<file path="config.mk">
export PLATFORM = sky130hd
export DESIGN_NAME = volume_meter_peak_hold
export DESIGN_NICKNAME = d
export VERILOG_FILES = /design/src/rtl/volume_meter_peak_hold.sv
export SDC_FILE = /design/constraint.sdc
export NUM_CORES = 1
export LEC_CHECK = 0
export ABC_AREA = 0
export BUFFER_PORTS_ARGS = -buffer_cell sky130_fd_sc_hd__buf_2
export CAP_MARGIN = 20
export CORE_MARGIN = 3
export CORE_UTILIZATION = 45
export DETAILED_ROUTE_END_ITERATION = 8
export GPL_TIMING_DRIVEN = 0
export PLACE_DENSITY = 0.68
export SLEW_MARGIN = 20
export SYNTH_ARGS = -nofsm -noshare
export SYNTH_HDL_FRONTEND = slang
export SYNTH_SLANG_ARGS = --single-unit
</file>
<file path="constraint.sdc">
create_clock -name clk_sample -period 2.7 [get_ports clk_sample]
set_input_delay 0.135 -clock clk_sample [delete_from_list [all_inputs] [get_ports clk_sample]]
set_output_delay 0.135 -clock clk_sample [all_outputs]
set_load 0.03 [all_outputs]
</file>
<file path="src/rtl/volume_meter_peak_hold.sv">
// Windowed peak-level meter with a decaying peak-hold marker. level, peak_level and window_done register one cycle after the closing sample.
// freeze stalls all state; no backpressure. VOLUME_METER_PEAK_HOLD_EN enables hold/decay, otherwise peak_level mirrors level.
module volume_meter_peak_hold #(
  parameter int SAMPLE_W     = 10,
  parameter int WINDOW       = 2000,
  parameter int NUM_BARS     = 12,
  parameter int LEVEL_SHIFT  = 4,
  parameter int RECTIFY      = 0,
  parameter int HOLD_WINDOWS = 8,
  localparam int LEVEL_W     = $clog2(NUM_BARS + 1)
) (
  input  logic                clk_sample,
  input  logic                reset,
  input  logic                sample_en,
  input  logic [SAMPLE_W-1:0] wave_sample,
  input  logic                freeze,
  output logic [LEVEL_W-1:0]  level,
  output logic [LEVEL_W-1:0]  peak_level,
  output logic [NUM_BARS-1:0] bar_mask,
  output logic                window_done
);

  localparam int CNT_W = $clog2(WINDOW);
  localparam logic [CNT_W-1:0] CNT_LAST = CNT_W'(WINDOW - 1);
  localparam logic [SAMPLE_W-1:0] MID = SAMPLE_W'(1) << (SAMPLE_W - 1);

  logic [CNT_W-1:0]    cnt;
  logic [SAMPLE_W-1:0] mx;
  logic [SAMPLE_W-1:0] amp;
  logic [SAMPLE_W-1:0] wmax;
  logic [SAMPLE_W-1:0] shifted;
  logic [LEVEL_W-1:0]  lvl_new;
  logic                accept;
  logic                close;

  always_comb begin
    amp = wave_sample;
    if (RECTIFY != 0) begin
      amp = (wave_sample >= MID) ? (wave_sample - MID) : (MID - wave_sample);
    end
  end

  // The closing sample participates in its own window's max.
  always_comb begin
    wmax    = (amp > mx) ? amp : mx;
    shifted = wmax >> LEVEL_SHIFT;
    lvl_new = (32'(shifted) > 32'(NUM_BARS)) ? LEVEL_W'(NUM_BARS) : LEVEL_W'(shifted);
    accept  = sample_en && !freeze;
    close   = accept && (cnt == CNT_LAST);
  end

  always_ff @(posedge clk_sample) begin
    if (reset) begin
      cnt         <= '0;
      mx          <= '0;
      level       <= '0;
      window_done <= 1'b0;
    end else begin
      window_done <= 1'b0;
      if (accept) begin
        if (close) begin
          cnt         <= '0;
          mx          <= '0;
          level       <= lvl_new;
          window_done <= 1'b1;
        end else begin
          cnt <= cnt + 1'b1;
          mx  <= wmax;
        end
      end
    end
  end

`ifdef VOLUME_METER_PEAK_HOLD_EN
  localparam int HOLD_W = (HOLD_WINDOWS < 1) ? 1 : $clog2(HOLD_WINDOWS + 1);
  localparam logic [HOLD_W-1:0] HOLD_RELOAD = HOLD_W'(HOLD_WINDOWS);

  typedef enum logic [1:0] {TRACK, HOLD, DECAY} peak_state_t;

  peak_state_t        state;
  logic [HOLD_W-1:0]  hold_cnt;
  logic [LEVEL_W-1:0] peak_dec;

  always_comb peak_dec = peak_level - 1'b1;

  // HOLD is kept exactly when hold_cnt is non-zero, so the state alone picks the branch.
  always_ff @(posedge clk_sample) begin
    if (reset) begin
      state      <= TRACK;
      hold_cnt   <= '0;
      peak_level <= '0;
    end else if (close) begin
      if (lvl_new >= peak_level) begin
        peak_level <= lvl_new;
        hold_cnt   <= HOLD_RELOAD;
        state      <= (HOLD_WINDOWS > 0) ? HOLD : TRACK;
      end else begin
        case (state)
          HOLD: begin
            hold_cnt <= hold_cnt - 1'b1;
            state    <= (hold_cnt == HOLD_W'(1)) ? DECAY : HOLD;
          end
          default: begin
            // lvl_new < peak here, so one step down never undershoots it.
            peak_level <= peak_dec;
            state      <= (peak_dec == lvl_new) ? TRACK : DECAY;
          end
        endcase
      end
    end
  end
`else
  assign peak_level = level;
`endif

  always_comb begin
    bar_mask = '0;
    for (int k = 0; k < NUM_BARS; k++) begin
      bar_mask[k] = (int'(level) > k);
    end
  end

endmodule
</file>
==> flow_summary.ini <==
[run_status]
status = complete, no violations

[floorplanning]
die_h_um = 65.6
die_w_um = 65.6
fp-row-count = 21
die_area_mm2 = 0.00431
start_util_pct = 47.2
coreArea_mm2 = 0.00339
io_pins = 35

[grt]
grt_pass1_vias = 1313
grt_max_degree = 15
antenna_found_initial = 0
grt.total_usage_pct = 17.1
grt_overflow = 0
grt_pass1_wl_um = 5860

[cells_and_area]
fin_cells = 261
multiInputGateArea_um2 = 958
ff_latch_area_um2 = 520
final_net_count = 241
stdcell_area_mm2 = 0.00186
layout_commonest_cell = buf_2
fill_cells = 313
antennaDiodeCount = 0
syn_to_final_growth_pct = 16.5
drive_above_1_share_pct = 28.8
final_cell_mix = buf_2 (34), dfxtp_1 (26), nand2_1 (13), nor2_1 (12)

[sta]
post-route-min-period_ns = 2.29
rsz0062_at_grt = no
relSlewSlack_pct = 47.3
hold_violations = 0
setup_tns_ns = 0
setup-violations-final = 0
max_freq_mhz = 437
tightest_slew_ns = 0.783
slew_violations = 0
skew_ns = 0.00791
min_period_over_period_pct = 84.7

[clocking]
clkTransAtPathRegs_ns = 0.14
clk_path_buf_depth = 2
cts_setup_buffers = 0
cts_hold_buf = 0
cts_sinks = 26
post_cts_resized = 0
cts_max_level = 1
clock-root-buffer = clkbuf_4
cts_buffers = 3
cts_tree = done
clock_latency_ns = 0.32

[synthesis]
ys_ff_latch = 26
synth-compound-area-share_pct = 20.6
synthAdderAreaFrac_pct = 8.60
synth.area.top_cells = dfxtp_1 (33%), ha_1 (8.6%), a22o_1 (4.9%)
synth_area_leader_cell = dfxtp_1
synth_top_area_share_pct = 32.5
syn_area_mm2 = 0.00160
synth_edf_count = 0
synthSimpleGateAreaFrac_pct = 26.3
synth_top_family_by_area = simple AND/OR/NAND/NOR gates
synth_ff_type = dfxtp_1
avgSynthCellArea_um2 = 9.04
syn_inst = 177
ys_types = 48
synth-xor-area-share_pct = 4.38
async_flop_share_pct = 0
syn_nets = 202
synthMuxAreaShare_pct = 0
ys.warnings.count = 0
seq_area_frac_synth_pct = 32.5

[power]
p_comb_share_pct = 16.2
p_clk_share_pct = 27.4
p_leak_uw = 0.000864
internal_power_uw = 528
power_switching_uw = 187
power_density_mw_per_mm2 = 383
worst_ir_drop_vdd_mv = 0.303
p_seq_share_pct = 56.4
p_sw_share_pct = 26.1

[route]
drc_errors = 0
via_count = 1423
wire_per_inst_um = 13.4
first_pass_iters = 5
ant_nets = 0
vias_per_cell = 5.45
drt_wl_total_um = 3510
drtIter0Drc = 52

[place]
io_buffers = 34
place_area_mm2 = 0.00183
gp_congestion = 0.802
placed_cells = 257
hpwl_um = 2820

[worst_hold_path]
worstHoldPathType = primary input to register

[critical_path]
start_kind = register
crit_type = register to register
end_kind = register
path_cells = inv_1 -> ha_1 -> nand4_1 -> a21oi_1 -> o31ai_1 -> a2111oi_4 -> a22o_1
required_ns = 2.97
cp_max_fo = 10
slowest_stage = a2111oi_4
cp_data_arrival_time_ns = 2.56
max_stage_delay_ns = 0.70

[run]
cap_viol_max_count = 0
[synth_stat cells (all sizes together) (4+ instances only)]
cell type,count
xor2,6
nand4,6
ha,11
a21oi,10
a21o,4
nor2,12
inv,11
buf,7
dfxtp,26
nor3,5
nand2,13
nand3,6
a22o,9
clkbuf,4
[state kept, by name, indices dropped and copies added, names as in the netlist]
name and count:
cnt 11, mx 10, level 4, window_done 1
[metrics by stage]
| stage | setup WS, ns | power (µW) | util [%] | hold slack [ns] |
|---|---|---|---|---|
| finish | 0.414 | 715 | 55.0 | 0.0355 |
| global route | 0.277 | 750 | 55.0 | 0.0252 |
| CTS | 0.396 | 721 | 55.0 | 0.0329 |
| detailed placement | 0.434 | 526 | 53.9 | 0.377 |
| global placement | 0.439 | 521 | 53.9 | 0.354 |
| floorplan | 0.707 | 491 | - | 0.252 |
[logic make-up (layout without fill, tap and decap cells)]
logic type	after synthesis	after routing
adders and majority gates	11	11
DFF	26	26
AOI/OAI and AO/OA	43	43
and+or+nand+nor	67	67
buffers and inverters	22	60
xor gates and xnor gates	8	8
[power by group through the flow]
stage | combinational (µW) | clock, µW | sequential [µW]
floorplan | 82.3 | 0 | 409
global placement | 111 | 0 | 411
detailed placement | 115 | 0 | 411
CTS | 116 | 203 | 403
global route | 130 | 215 | 404
finish | 116 | 196 | 403
[path summary, 6_finish.rpt]
kind,startpoint,endpoint,slack (ns),depth (start not counted)
setup / recovery,mx[4],mx[6],0.41,7
hold / removal,wave_sample[3],mx[3],0.04,2
setup reg to reg,mx[4],mx[6],0.41,7
hold reg to reg,mx[1],mx[1],0.49,1
[routing by layer]
layer | GRT usage [%] | share of wire [%] | up-vias | wire length [µm]
li1 | - | - | 715 | -
met1 | 20.8 | 46 | 665 | 1620
met2 | 30.4 | 48 | 41 | 1690
met3 | 4.10 | 5.1 | 2 | 179
met4 | 3.37 | 0.57 | 0 | 20
met5 | 0 | 0 | - | 0
[final cells by class]
| cell class | instances | share of cell area (%) |
|---|---|---|
| sequential | 26 | 27.9 |
| tap | 46 | 3.09 |
| timing repair buffer | 34 | 9.13 |
| multi-input combinational | 129 | 51.4 |
| clock buffer | 4 | 1.95 |
| buffer | 11 | 4.30 |
| inverter | 11 | 2.21 |
[worst max-delay path: cells and delay by family, from the launching register on]
family / cells / cell delay (ns)
AO/OA/AOI/OAI: 4 / 1.29
flip-flops: 1 / 0.38
adder cells (fa/ha/maj): 1 / 0.31
AND/OR/NAND/NOR: 1 / 0.20
buffers and inverters: 1 / 0.05
Note: power is estimated with default switching activity, not from simulation.
